===== src/rtl/booth_accum.sv =====
// booth_accum: signed saturating group accumulator behind the radix-4 Booth multiplier.
// Sums groups of len products (0 means 16) into a saturating ACC_W-bit result and presents
// each finished sum on a valid/ready port. No product is accepted while a result is held.
//
// Ports:
//   clk, resetn        clock, asynchronous active-low reset
//   clr                synchronous abort of the group in progress or the held result
//   len[3:0]           products per group, sampled on the first product of a group
//   prod_valid/ready   product handshake, prod[7:0] signed
//   acc_valid/ready    result handshake, acc_data[ACC_W-1:0] signed, acc_sat saturation flag
module booth_accum #(
  parameter int unsigned ACC_W = 16
) (
  input  logic             clk,
  input  logic             resetn,
  input  logic             clr,
  input  logic [3:0]       len,
  input  logic             prod_valid,
  input  logic [7:0]       prod,
  output logic             prod_ready,
  output logic             acc_valid,
  input  logic             acc_ready,
  output logic [ACC_W-1:0] acc_data,
  output logic             acc_sat
);

  typedef enum logic [1:0] {StIdle, StAccum, StHold} state_e;

  localparam logic [ACC_W-1:0] AccMax = {1'b0, {(ACC_W-1){1'b1}}};
  localparam logic [ACC_W-1:0] AccMin = {1'b1, {(ACC_W-1){1'b0}}};

  state_e           state_q, state_d;
  logic [ACC_W-1:0] acc_q, acc_d;
  logic             sat_q, sat_d;
  logic [4:0]       cnt_q, cnt_d;
  logic [4:0]       lim_q, lim_d;

  logic [ACC_W-1:0] prod_sext;
  logic [ACC_W:0]   sum_wide;
  logic [ACC_W-1:0] add_res;
  logic             add_sat;

  // Saturating add: one guard bit exposes overflow as a mismatch of the top two sum bits.
  always_comb begin
    prod_sext = {{(ACC_W-8){prod[7]}}, prod};
    sum_wide  = {acc_q[ACC_W-1], acc_q} + {prod_sext[ACC_W-1], prod_sext};
    add_res   = sum_wide[ACC_W-1:0];
    add_sat   = 1'b0;
    if (sum_wide[ACC_W] != sum_wide[ACC_W-1]) begin
      add_sat = 1'b1;
      add_res = sum_wide[ACC_W] ? AccMin : AccMax;
    end
  end

  always_ff @(posedge clk or negedge resetn) begin
    if (!resetn) begin
      state_q <= StIdle;
      acc_q   <= '0;
      sat_q   <= 1'b0;
      cnt_q   <= '0;
      lim_q   <= '0;
    end else begin
      state_q <= state_d;
      acc_q   <= acc_d;
      sat_q   <= sat_d;
      cnt_q   <= cnt_d;
      lim_q   <= lim_d;
    end
  end

  always_comb begin
    state_d = state_q;
    acc_d   = acc_q;
    sat_d   = sat_q;
    cnt_d   = cnt_q;
    lim_d   = lim_q;
    if (clr) begin
      // Abort wins over any simultaneous transfer; a product offered now is dropped.
      state_d = StIdle;
      acc_d   = '0;
      sat_d   = 1'b0;
      cnt_d   = '0;
    end else begin
      case (state_q)
        StIdle: begin
          if (prod_valid) begin
            acc_d   = prod_sext;
            sat_d   = 1'b0;
            lim_d   = (len == 4'd0) ? 5'd16 : {1'b0, len};
            cnt_d   = 5'd1;
            state_d = (lim_d == 5'd1) ? StHold : StAccum;
          end
        end
        StAccum: begin
          if (prod_valid) begin
            acc_d = add_res;
            sat_d = sat_q | add_sat;
            cnt_d = cnt_q + 5'd1;
            if (cnt_d == lim_q) state_d = StHold;
          end
        end
        StHold: begin
          if (acc_ready) state_d = StIdle;
        end
        default: state_d = StIdle;
      endcase
    end
  end

  always_comb begin
    prod_ready = (state_q != StHold);
    acc_valid  = (state_q == StHold);
    acc_data   = acc_q;
    acc_sat    = sat_q;
  end

endmodule


===== config.mk =====
export PLATFORM = sky130hd
export DESIGN_NAME = booth_accum
export DESIGN_NICKNAME = d
export VERILOG_FILES = /design/src/rtl/booth_accum.sv
export SDC_FILE = /design/constraint.sdc
export NUM_CORES = 1
export LEC_CHECK = 0
export CAP_MARGIN = 0
export CORE_MARGIN = 2
export CORE_UTILIZATION = 40
export DETAILED_ROUTE_END_ITERATION = 10
export PLACE_DENSITY = 0.65
export RECOVER_POWER = 100
export SLEW_MARGIN = 15
export SYNTH_ARGS = -nofsm -noshare
export SYNTH_HDL_FRONTEND = slang
export SYNTH_SLANG_ARGS = --single-unit

===== constraint.sdc =====
create_clock -name clk -period 5.64 [get_ports clk]
set_input_delay 0.564 -clock clk [delete_from_list [all_inputs] [get_ports clk]]
set_output_delay 0.564 -clock clk [all_outputs]
set_load 0.01 [all_outputs]

==> impl_metrics.py, run 1 <==
metrics = {
    "critical_path": {
        "worst-path-max-fanout": 16,
        "worst-r2r-setup-slack_ps": 2330,
        "critPathRequiredTime_ps": 5830,
        "cp-start-kind": "input port",
        "path_class": "in -> reg",
        "endpoint_kind": "register",
        "cp.arrival_ps": 4220,
    },
    "drt": {
        "wire_per_inst_um": 14.9,
        "wl_um": 5450,
        "ant_nets": 0,
        "drt_first_pass_iters": 4,
        "drc": 0,
        "vias_per_cell": 5.68,
        "drt_iter0_drc": 152,
        "num_vias": 2072,
    },
    "clocking": {
        "clkTransAtPathRegs_ps": 70,
        "post_cts.repair.setup_buffers": 0,
        "cts_inserted_buffers": 5,
        "cts_sinks": 29,
        "cts_resized": 0,
        "h-tree-depth": 2,
        "cts_root_buffer": "clkbuf_8",
        "clk_latency_ps": 280,
        "cts_tree": "yes",
        "holdBufCountCts": 0,
        "cts.path.max_buffers": 2,
    },
    "die": {
        "start_util_pct": 41.0,
        "core_um2": 5440,
        "die_h_um": 78.6,
        "rows": 27,
        "die_width_um": 78.6,
        "dieArea_um2": 6180,
        "io_pins": 36,
    },
    "timing": {
        "layout_min_cycle_time_ps": 4020,
        "slew_headroom_pct": -7.99,
        "max_clock_freq_mhz": 249,
        "fin_crit_sh_pct": 71.3,
        "hold_slack_ps": 514,
        "worst-slew-pin-transition_ps": 1620,
        "setup_violations": 0,
        "skew_ps": 2.75,
        "drv_slew": 30,
        "hold_violations": 0,
        "setup_tns_ps": 0,
        "rsz0062_at_grt": "false",
    },
    "logic_synthesis": {
        "yosys.cell_count.top_type": "nand2_1",
        "synthCells": 255,
        "synthMuxAreaShare_pct": 2.53,
        "yosys-top-cells-count": "nand2_1, dfrtp_1, a21oi_1, nor2_1",
        "ys.flop_type": "dfrtp_1",
        "ys_warn_count": 0,
        "synth-simple-area-share_pct": 18.0,
        "synth_top_family_by_area": "compound AO/OA/AOI/OAI gates",
        "syn_nets": 290,
        "ys_types": 50,
        "yosysSeqAreaShare_pct": 32.6,
        "async_flop_share_pct": 100,
        "synth_compound_area_share_pct": 26.0,
        "yosys.area.top_type_share_pct": 32.6,
        "synthXorXnorAreaFrac_pct": 7.07,
        "synth_largest_area_cell": "dfrtp_1",
        "syn_area_per_cell_um2": 8.74,
        "syn_area_um2": 2230,
        "ys_ff_latch": 29,
        "synth_fa_ha_area_share_pct": 10.4,
        "synth.area.top_cells": "dfrtp_1, ha_1, nand2_1",
        "synth_edf_count": 0,
    },
    "grt": {
        "grt.total_usage_pct": 19.0,
        "grt_pass1_vias": 2030,
        "grt_pass1_wl_um": 9520,
        "grt_antenna_before_repair": 0,
        "grt_max_degree": 30,
        "grt-ovfl-total": 0,
    },
    "power_and_ir_drop": {
        "pwr_density_cell_nw_per_um2": 280,
        "p_leak_uw": 0.00116,
        "irDropWorstVdd_v": 0.000116,
    },
    "min_path": {
        "hold_path_class": "reg -> reg",
    },
    "layout": {
        "fin_util_pct": 49.5,
        "antenna_cells": 0,
        "nets": 327,
        "area_growth_pct": 20.9,
        "drive_above_1_share_pct": 7.17,
    },
    "placement": {
        "dp_hpwl_um": 4030,
        "routabilityCongestion": 0.903,
        "portBuffers": 35,
    },
    "run_status": {
        "status": "complete, but fails checks",
        "violations": "capacitance limit, slew limit",
    },
    "run": {
        "drv_cap": 1,
    },
}
==> layout make-up <==
class	instances	area, um2
clock buffers	5	68.8
clock inverters	3	17.5
fillers	547	2750
inverters	7	26.3
multi-input cells	211	1400
flip-flops and latches	29	726
well taps	72	90.1
repair buffers	38	362
==> layer usage <==
metal	track usage, %	vias up	wire (um)
met4	5.61	0	38
met3	3.33	4	256
met2	30.3	61	2530
li1	-	1026	-
met5	0	-	0
met1	26.5	981	2630
==> stage by stage <==
step / power, uW / area (um2) / setup slack (ps) / std cells
final: 753 / 2690 / 1620 / 365
after global routing: 812 / 2690 / 1340 / 365
after CTS: 776 / 2730 / 2370 / 365
after detailed placement: 600 / 2640 / 2090 / 357
after global placement: 598 / 2640 / 2170 / 357
after floorplan: 499 / 2230 / 3040 / 255
==> cell families after synthesis <==
kind of cell             after synthesis
XOR/XNOR                              18
AO/OA/AOI/OAI                         86
AND/OR/NAND/NOR                       84
multiplexers                           5
buffers and inverters                 15
flip-flops                            29
adder cells (fa/ha/maj)               18
==> cells in the final DEF, fill, tap and decap left out, types with 2 or more instances in the layout <==
master,count
a22oi_1,5
xnor2_1,7
clkdlybuf4s50_1,13
nand4_1,3
o211ai_1,7
ha_1,17
nor2b_1,2
nand2b_1,4
a211oi_1,5
o21ai_0,24
nor3_1,10
clkinv_2,2
a21o_1,3
nor2_1,19
nor3b_1,2
mux2_2,5
xor2_1,11
dfrtp_1,29
dlygate4sd3_1,22
nand3_1,8
clkbuf_8,5
o21ai_1,2
a222oi_1,2
inv_1,7
a21oi_1,20
clkbuf_1,3
a21oi_2,2
nand2_1,31
==> report_power, final <==
group          total, uW  internal [uW]  leakage (uW)  switching (uW)
logic                317            141      0.000738             176
registers            263            236      0.000381            27.0
clock network        173           85.1     0.0000439            87.8
total                753            463       0.00116             290
==> worst max-delay path, cell delays in order <==
cell and delay (ps):
dlygate4sd3_1 750, ha_1 550, nand3_1 230, nor3_1 270, nand3_2 130, a311o_1 280, a21oi_1 1070, nor2_1 150
o211ai_1 210
==> flip-flops by register name, indices dropped and copies added (netlist names) <==
register and count:
lim_q 5, cnt_q 5, state_q 2, acc_data 16
acc_sat 1
==> final timing paths <==
path	startpoint	to	cells past startpoint
worst max-delay path	prod[7]	acc_data[9]	9
worst min-delay path	acc_data[14]	acc_data[14]	2
worst max register to register	acc_data[11]	acc_data[9]	8
worst min register to register	acc_data[14]	acc_data[14]	2
max in group asynchronous	resetn	lim_q[0]	2
min in group asynchronous	resetn	state_q[0]	2
Note: power is estimated with default switching activity, not from simulation.
==> inputs of run 2 (changes only) <==
Settings changed: PLACE_DENSITY 0.65 to 0.67.
Clock period 5.64 ns to 3.54 ns, I/O delays scaled along.
==> impl_metrics.py, run 2 (synthesized netlist as in run 1, its figures left out) <==
metrics = {
    "timing": {
        "setup_ws_ps": 499,
        "worst-slew-pin-transition_ps": 1630,
        "skew_ps": 2.99,
        "hold_violations": 0,
        "layout_min_cycle_time_ps": 3040,
        "hold_slack_ps": 502,
        "setup_tns_ps": 0,
        "max_clock_freq_mhz": 329,
        "rsz0062_at_grt": "false",
        "fin_crit_sh_pct": 85.9,
        "setup_violations": 0,
        "slew_headroom_pct": -8.66,
        "drv_slew": 30,
    },
    "layout": {
        "largest_reg_flops": 16,
        "layout_commonest_cell": "nand2_1",
        "nets": 330,
        "antenna_cells": 0,
        "final_cell_mix": "nand2_1, dfrtp_1, o21ai_0, dlygate4sd3_1",
        "fillCellCount": 516,
        "area_growth_pct": 24.1,
        "drive_above_1_share_pct": 8.11,
    },
    "grt": {
        "grt.total_usage_pct": 18.9,
        "grt_pass1_wl_um": 9370,
        "grt-ovfl-total": 0,
        "grt_pass1_vias": 2056,
        "grt_antenna_before_repair": 0,
        "grt_max_degree": 30,
    },
    "power_and_ir_drop": {
        "irDropWorstVdd_v": 0.000296,
        "seq_power_share_pct": 32.2,
        "sw_frac_of_total_pct": 35.7,
        "pwr-share-clk_pct": 27.8,
        "pwr_density_cell_nw_per_um2": 471,
        "p_switching_uw": 464,
        "p_leak_uw": 0.00119,
        "p_int_uw": 837,
        "p_comb_share_pct": 40.0,
    },
    "critical_path": {
        "cp_num_buf_inv": 1,
        "crit_top_cell": "o21ai_0",
        "cp_top_family": "compound AO/OA/AOI/OAI gates",
        "crit_chain": "dlygate4sd3_1 > ha_1 > fa_1 > a211oi_1 > o21ai_0 > o21ai_0 > o311a_1 > a21oi_4 > nor3_1 > o21ai_0",
        "endpoint_kind": "register",
        "critPathRequiredTime_ps": 3740,
        "cp.arrival_ps": 3240,
        "path_class": "in -> reg",
        "startpoint": "prod[0]",
        "worst-path-max-fanout": 16,
        "cp-start-kind": "input port",
        "r2r-start": "acc_data[0]",
        "cpPeakStageDelay_ps": 560,
        "cpMaxStageDelayCell": "dlygate4sd3_1",
    },
    "clocking": {
        "h-tree-depth": 2,
        "clk_latency_ps": 280,
        "cts_sinks": 29,
        "holdBufCountCts": 0,
        "cts_inserted_buffers": 5,
        "cts_root_buffer": "clkbuf_8",
        "cts_resized": 0,
        "cts.path.max_buffers": 2,
        "cts_tree": "yes",
        "clkTransAtPathRegs_ps": 70,
        "post_cts.repair.setup_buffers": 0,
    },
    "placement": {
        "dp_slack_ps": 336,
        "dp_hpwl_um": 4070,
        "routabilityCongestion": 0.912,
        "portBuffers": 35,
    },
    "die": {
        "start_util_pct": 41.0,
        "dieArea_um2": 6180,
        "core_um2": 5440,
        "rows": 27,
        "die_width_um": 78.6,
        "die_h_um": 78.6,
        "io_pins": 36,
    },
    "run_status": {
        "violations": "capacitance limit, slew limit",
        "status": "complete, but fails checks",
    },
    "drt": {
        "drc": 0,
        "num_vias": 2064,
        "drt_first_pass_iters": 4,
        "top_layer": "met4",
        "wl_met1_um": 2610,
        "wire_per_inst_um": 14.9,
        "vias_per_cell": 5.61,
        "drt_iter0_drc": 82,
        "ant_nets": 0,
        "wl_met3_um": 237,
        "met2_length_um": 2590,
        "wl_um": 5500,
    },
    "min_path": {
        "min-delay-start": "state_q[1]",
        "hold_path_class": "reg -> reg",
    },
    "run": {
        "drv_cap": 1,
    },
}
-- run 2: cell count changes in the layout (fill, tap and decap cells not counted), sizes merged --
cell	change
bufinv	+1
clkinvlp	-1
buf	+3
clkbuf	+2
clkinv	-2
-- run 2: final timing paths --
path                           endpoint  slack, ps  cells past startpoint
setup / recovery           acc_data[12]        500                     10
min in group asynchronous    state_q[0]       1020                      2
hold / removal               state_q[0]        500                      1
max in group asynchronous   acc_data[6]       1580                      2
hold reg to reg              state_q[0]        500                      1
setup reg to reg           acc_data[12]        760                      9
-- run 2: per-layer routing --
layer	up-vias	GRT usage (%)
met2	64	30.4
li1	1025	-
met5	-	0
met3	6	3.56
met4	0	6.14
met1	969	25.6
-- run 2: per-stage QoR --
stage	cells	utilization (%)	total power [uW]	area, um2
after floorplan	255	-	796	2230
after global placement	360	49.0	955	2670
after detailed placement	360	49.0	961	2670
final	368	50.9	1300	2770
after global routing	368	50.9	1400	2770
after CTS	368	51.1	1330	2780
-- run 2: layout make-up --
type                            instances  area [um2]  share of cell area, %
Multi-Input combinational cell        211        1420                   51.5
Inverter                                7        26.3                  0.950
Sequential cell                        29         726                   26.2
Tap cell                               72        90.1                   3.26
Timing Repair Buffer                   41         384                   13.9
Clock inverter                          1        30.0                   1.09
Clock buffer                            7        86.3                   3.12
-- run 2: power groups by stage --
stage / Sequential (uW) / Combinational, uW / Clock [uW]
2_1_floorplan: 427 / 369 / 0
3_3_place_gp: 426 / 528 / 0
3_5_place_dp: 427 / 534 / 0
4_1_cts: 422 / 537 / 370
5_1_grt: 427 / 581 / 388
6_report: 419 / 520 / 362
